`src/rtl/myrsp_depacketizer.sv`:
```
// myRSP receive depacketizer: strips the 6-byte scene/row/col header, streams payload
// bytes with packet metadata, and keeps saturating error/sequence statistics.
module myrsp_depacketizer #(
  parameter int PIX_DLEN    = 8,
  parameter int MAX_PAYLOAD = 1400,
  parameter int CNT_W       = 16
) (
  input  logic                clk,
  input  logic                rst_n,
  input  logic [7:0]          s_axis_tdata,
  input  logic                s_axis_tvalid,
  output logic                s_axis_tready,
  input  logic                s_axis_tlast,
  output logic [PIX_DLEN-1:0] m_axis_tdata,
  output logic                m_axis_tvalid,
  input  logic                m_axis_tready,
  output logic                m_axis_tlast,
  output logic                m_axis_tuser,
  output logic [15:0]         m_scene,
  output logic [15:0]         m_row,
  output logic [15:0]         m_col,
  output logic [CNT_W-1:0]    stat_short,
  output logic [CNT_W-1:0]    stat_long,
  output logic [CNT_W-1:0]    stat_empty,
  output logic [CNT_W-1:0]    stat_row_gap
);

  typedef enum logic [1:0] {S_HDR, S_PAY, S_DROP} state_t;

  localparam logic [15:0] PAY_LAST = 16'(MAX_PAYLOAD - 1);
  localparam logic [CNT_W-1:0] CNT_ONE = {{(CNT_W-1){1'b0}}, 1'b1};

  state_t      state;
  logic [2:0]  hdr_idx;
  logic [39:0] hdr_sr;
  logic [15:0] pay_cnt;
  logic        rdy_q;
  logic        first_pkt;
  logic        new_scene;
  logic        first_byte;
  logic        meta_pend;
  logic [15:0] last_scene;
  logic [15:0] last_row;
  logic [15:0] pend_scene;
  logic [15:0] pend_row;
  logic [15:0] pend_col;

  logic        out_free;
  logic        in_acc;
  logic        pay_last;
  logic [15:0] hdr_scene;
  logic [15:0] hdr_row;
  logic [15:0] hdr_col;

  function automatic logic [CNT_W-1:0] sat_inc(input logic [CNT_W-1:0] c);
    return (&c) ? c : c + CNT_ONE;
  endfunction

  // Header bytes shift in from the top, so after five bytes byte 0 sits at [7:0];
  // byte 5 is taken straight from the input on the completing edge.
  always_comb begin
    out_free      = !m_axis_tvalid || m_axis_tready;
    s_axis_tready = rdy_q && ((state != S_PAY) || out_free);
    in_acc        = s_axis_tvalid && s_axis_tready;
    pay_last      = (pay_cnt == PAY_LAST);
    hdr_scene     = hdr_sr[15:0];
    hdr_row       = hdr_sr[31:16];
    hdr_col       = {s_axis_tdata, hdr_sr[39:32]};
  end

  always_ff @(posedge clk) begin
    if (!rst_n) begin
      state         <= S_HDR;
      hdr_idx       <= 3'd0;
      pay_cnt       <= 16'd0;
      rdy_q         <= 1'b0;
      first_pkt     <= 1'b1;
      new_scene     <= 1'b0;
      first_byte    <= 1'b0;
      meta_pend     <= 1'b0;
      last_scene    <= 16'd0;
      last_row      <= 16'd0;
      m_axis_tdata  <= '0;
      m_axis_tvalid <= 1'b0;
      m_axis_tlast  <= 1'b0;
      m_axis_tuser  <= 1'b0;
      m_scene       <= 16'd0;
      m_row         <= 16'd0;
      m_col         <= 16'd0;
      stat_short    <= '0;
      stat_long     <= '0;
      stat_empty    <= '0;
      stat_row_gap  <= '0;
    end else begin
      rdy_q <= 1'b1;
      if (out_free) m_axis_tvalid <= 1'b0;
      // Metadata of a header that completed behind a stalled beat lands once it drains.
      if (meta_pend && out_free) begin
        m_scene   <= pend_scene;
        m_row     <= pend_row;
        m_col     <= pend_col;
        meta_pend <= 1'b0;
      end

      case (state)
        S_HDR: begin
          if (in_acc) begin
            hdr_sr <= {s_axis_tdata, hdr_sr[39:8]};
            if (s_axis_tlast) begin
              hdr_idx <= 3'd0;
              if (hdr_idx == 3'd5) stat_empty <= sat_inc(stat_empty);
              else                 stat_short <= sat_inc(stat_short);
            end else if (hdr_idx == 3'd5) begin
              hdr_idx    <= 3'd0;
              state      <= S_PAY;
              pay_cnt    <= 16'd0;
              first_byte <= 1'b1;
              if (!first_pkt && (hdr_scene == last_scene) && (hdr_row != last_row) &&
                  (hdr_row != 16'(last_row + 16'd1)))
                stat_row_gap <= sat_inc(stat_row_gap);
              last_scene <= hdr_scene;
              last_row   <= hdr_row;
              new_scene  <= first_pkt || (hdr_scene != last_scene);
              first_pkt  <= 1'b0;
              if (out_free) begin
                m_scene <= hdr_scene;
                m_row   <= hdr_row;
                m_col   <= hdr_col;
              end else begin
                pend_scene <= hdr_scene;
                pend_row   <= hdr_row;
                pend_col   <= hdr_col;
                meta_pend  <= 1'b1;
              end
            end else begin
              hdr_idx <= hdr_idx + 3'd1;
            end
          end
        end

        S_PAY: begin
          // Acceptance here implies the output register is free this cycle.
          if (in_acc) begin
            m_axis_tdata  <= s_axis_tdata;
            m_axis_tvalid <= 1'b1;
            m_axis_tlast  <= s_axis_tlast || pay_last;
            m_axis_tuser  <= new_scene && first_byte;
            first_byte    <= 1'b0;
            pay_cnt       <= pay_cnt + 16'd1;
            if (s_axis_tlast) begin
              state   <= S_HDR;
              hdr_idx <= 3'd0;
              pay_cnt <= 16'd0;
            end else if (pay_last) begin
              stat_long <= sat_inc(stat_long);
              state     <= S_DROP;
            end
          end
        end

        S_DROP: begin
          if (in_acc && s_axis_tlast) begin
            state   <= S_HDR;
            hdr_idx <= 3'd0;
            pay_cnt <= 16'd0;
          end
        end

        default: state <= S_HDR;
      endcase
    end
  end

endmodule

```
`config.mk`:
```
export PLATFORM = sky130hd
export DESIGN_NAME = myrsp_depacketizer
export DESIGN_NICKNAME = d
export VERILOG_FILES = /design/src/rtl/myrsp_depacketizer.sv
export SDC_FILE = /design/constraint.sdc
export NUM_CORES = 1
export LEC_CHECK = 0
export ABC_AREA = 1
export CORE_MARGIN = 2
export CORE_UTILIZATION = 33
export DETAILED_ROUTE_END_ITERATION = 6
export GPL_TIMING_DRIVEN = 0
export SLEW_MARGIN = 20
export SYNTH_ARGS = -nofsm -noshare
export SYNTH_HDL_FRONTEND = slang
export SYNTH_SLANG_ARGS = --single-unit
```
`constraint.sdc`:
```
create_clock -name clk -period 6.9 [get_ports clk]
set_input_delay 1.38 -clock clk [delete_from_list [all_inputs] [get_ports clk]]
set_output_delay 1.38 -clock clk [all_outputs]
set_load 0.005 [all_outputs]
```
==> flow_summary.toml <==
[logic_synthesis]
synth_cell_types = 41
synth_ff_type = "dfxtp_1"
synth_edf_count = 88
syn_nets = 1604
ys_warn_count = 0
synthesis.area_um2 = 12600
avgSynthCellArea_um2 = 7.95
ys_ff_latch = 269
async_flop_share_pct = 0
synth_cells = 1581
ys_seq_area_share_pct = 49.9

[worst_setup_path]
r2r-end = "pend_row[7]"
required_ns = 5.52
arrival_ns = 2.72
cp-start-kind = "primary input"
crit_type = "in -> out"
cpMaxStageDelayCell = "clkdlybuf4s50_1"
critPathLaunch = "m_axis_tready"
crit_fanout = 2
worstRegToRegCells = 11
crit_family = "buffers and inverters"
crit_top_cell = "clkdlybuf4s50_1"
reg2reg_slack_ns = 3.67
cp_num_buf_inv = 3
r2r_start = "state[1]"
cp-end-kind = "output pin"
path_cells = "clkdlybuf4s50_1 -> nor2_1 -> nand2_2 -> nand2_1 -> inv_1 -> clkdlybuf4s50_1"
slowest_delay_ns = 0.51

[floorplanning]
fp.dieW_um = 199
die_h_um = 199
core.rowCount = 71
die-area_um2 = 39700
start_util_pct = 33.4
core_area_um2 = 37600
pin_count = 137

[power_and_ir_drop]
ir_worst_vdd_mv = 0.203
p_leak_nw = 5.86
pwr_density_cell_nw_per_um2 = 211
finalPower_mw = 3.30

[layout]
finalNetCount = 1779
syn_to_final_growth_pct = 24.6
seqCellArea_um2 = 6270
drive_above_1_share_pct = 7.30
utilization_pct = 41.7
final_cell_area_um2 = 15700
multi_input_comb_area_um2 = 5280
insertedDiodeCount = 0
fillCellCount = 3732
final_cell_mix = "nand2_1 (346), inv_1 (197), dfxtp_1 (181)"
final_common_cell = "nand2_1"

[global_routing]
antenna_found_initial = 0
grt_max_degree = 20
track_usage_pct = 17.7
grt_first_pass_wirelength_um = 55800
first_global_vias = 10300
grt_overflow = 0

[drt]
vias = 11100
via_per_inst = 4.85
wl_met3_um = 2110
route.detailed.drc = 0
ant_nets = 0
top_layer = "met4"
drt-initial-drc-count = 714
drt_pre_antenna_iters = 6
wirelength_um = 35700
wl_met1_um = 16700
wl_met2_um = 16200
wl_per_cell_um = 15.6

[sta]
grt_setup_unrepaired = "false"
slew-limit-headroom_pct = 49.9
setup_viol = 0
slew_viol_final = 0
fin_skew_ns = 0.0293
post-route-period-util_pct = 59.4
min_period_ns = 4.10
worst-slew-pin-transition_ns = 0.751
fmax_mhz = 244
hold_viol = 0

[min_path]
min_path_cells = 2
worstHoldStart = "first_pkt"
min_to = "first_pkt"
hold_class = "reg -> reg"

[clock_tree]
cts_tree = "done"
cts_inserted_buffers = 30
cts_root_buf = "clkbuf_16"
cts.sinks = 269
clockBufferDepth = 3
cts-hold-fix-buffers = 0
h-tree-depth = 1
post-cts-setup-buffers = 0
worstSkewPairLatency_ns = 0.56
clk_pin_slew_ns = 0.06
cts_resized = 0

[flow_run]
max_cap_violations = 0

[place]
hpwl_um = 26500
gp_congestion = 0.882
numPortBuffers = 136
post_dp_cell_area_um2 = 14700

[outcome]
status = "finished, final reports clean"
-- cells by family after synthesis --
kind of cell               Yosys count  share of synthesized area [%]
AOI/OAI and AO/OA                  245                           10.8
xor gates and xnor gates            38                           2.65
adders and majority gates           10                          0.996
buffers and inverters              260                           8.26
DFF                                269                           49.9
muxes                               16                           1.43
and+or+nand+nor                    743                           26.0
-- synth_stat cells, types with 2 or more instances --
library cell / n / area (um2)
buf_2: 16 / 80.1
inv_2: 5 / 18.8
buf_4: 3 / 22.5
nor2_4: 7 / 78.8
nor3b_1: 2 / 15.0
nand2_1: 346 / 1300
nand2_2: 4 / 25.0
nor3_1: 54 / 270
inv_1: 197 / 739
buf_6: 4 / 45.0
edfxtp_1: 88 / 2640
a31oi_1: 4 / 25.0
and3_1: 3 / 18.8
o211ai_1: 2 / 15.0
o21ai_0: 73 / 365
clkbuf_1: 32 / 120
nand3b_1: 3 / 22.5
nand3_1: 74 / 370
nor2_2: 14 / 87.6
ha_1: 10 / 125
clkinv_1: 2 / 7.51
xor2_1: 30 / 263
nand3_2: 3 / 30.0
nand3_4: 2 / 35.0
mux2_2: 16 / 180
nor4_1: 11 / 68.8
xnor2_1: 8 / 70.1
nand4_1: 37 / 231
nor2_1: 180 / 676
a211oi_1: 44 / 330
a21oi_1: 117 / 586
dfxtp_1: 181 / 3620
-- sequential cells by signal (all words and copies together), names as in the netlist, 2 cells and up --
register / count
m_scene: 16
pend_scene: 16
stat_empty: 16
hdr_sr: 40
stat_row_gap: 16
stat_long: 16
stat_short: 16
m_col: 16
last_row: 16
m_axis_tdata: 8
hdr_idx: 3
last_scene: 16
pend_row: 16
m_row: 16
state: 2
pend_col: 16
pay_cnt: 16
-- through the flow --
step	hold WS [ns]	cells	setup TNS, ns	setup slack, ns
2_1_floorplan	0.420	1581	0	1.98
3_3_place_gp	0.437	2228	-45.35	-0.968
3_5_place_dp	0.445	2235	0	2.43
4_1_cts	0.456	2291	0	2.78
5_1_grt	0.477	2291	0	2.72
6_report	0.457	2291	0	2.80
-- layout make-up --
| type | count | share of cell area [%] |
|---|---|---|
| multi-input combinational | 1052 | 33.7 |
| clock inverter | 5 | 0.408 |
| timing repair buffer | 143 | 9.28 |
| tap | 511 | 4.08 |
| inverter | 204 | 4.89 |
| buffer | 56 | 1.74 |
| clock buffer | 51 | 5.89 |
| sequential | 269 | 40.0 |
-- power by group --
group          total (mW)  internal, mW  switching [mW]
logic              0.0792        0.0237          0.0556
registers            1.65          1.64          0.0101
clock network        1.57         0.942           0.631
total                3.30          2.61           0.697
-- how the worst max path moves through the flow --
stage | end | cells after the start | slack [ns]
floorplan | hdr_sr[0] | 3 | 1.98
global placement | hdr_sr[17] | 4 | -0.97
detailed placement | pend_col[9] | 9 | 2.43
CTS | s_axis_tready | 6 | 2.78
global route | s_axis_tready | 6 | 2.72
finish | s_axis_tready | 6 | 2.80
-- metal layers --
layer,track usage [%],vias up
met3,3.14,41
met5,0,-
met1,24.3,5211
met2,29.0,288
met4,4.04,0
li1,-,5569
-- worst min-delay path: cells and delay by family (launching register included) --
| kind | cells | cell delay, ns |
|---|---|---|
| simple gates | 2 | 0.10 |
| flops | 1 | 0.31 |
No activity file was read; power rests on OpenSTA's default activity.
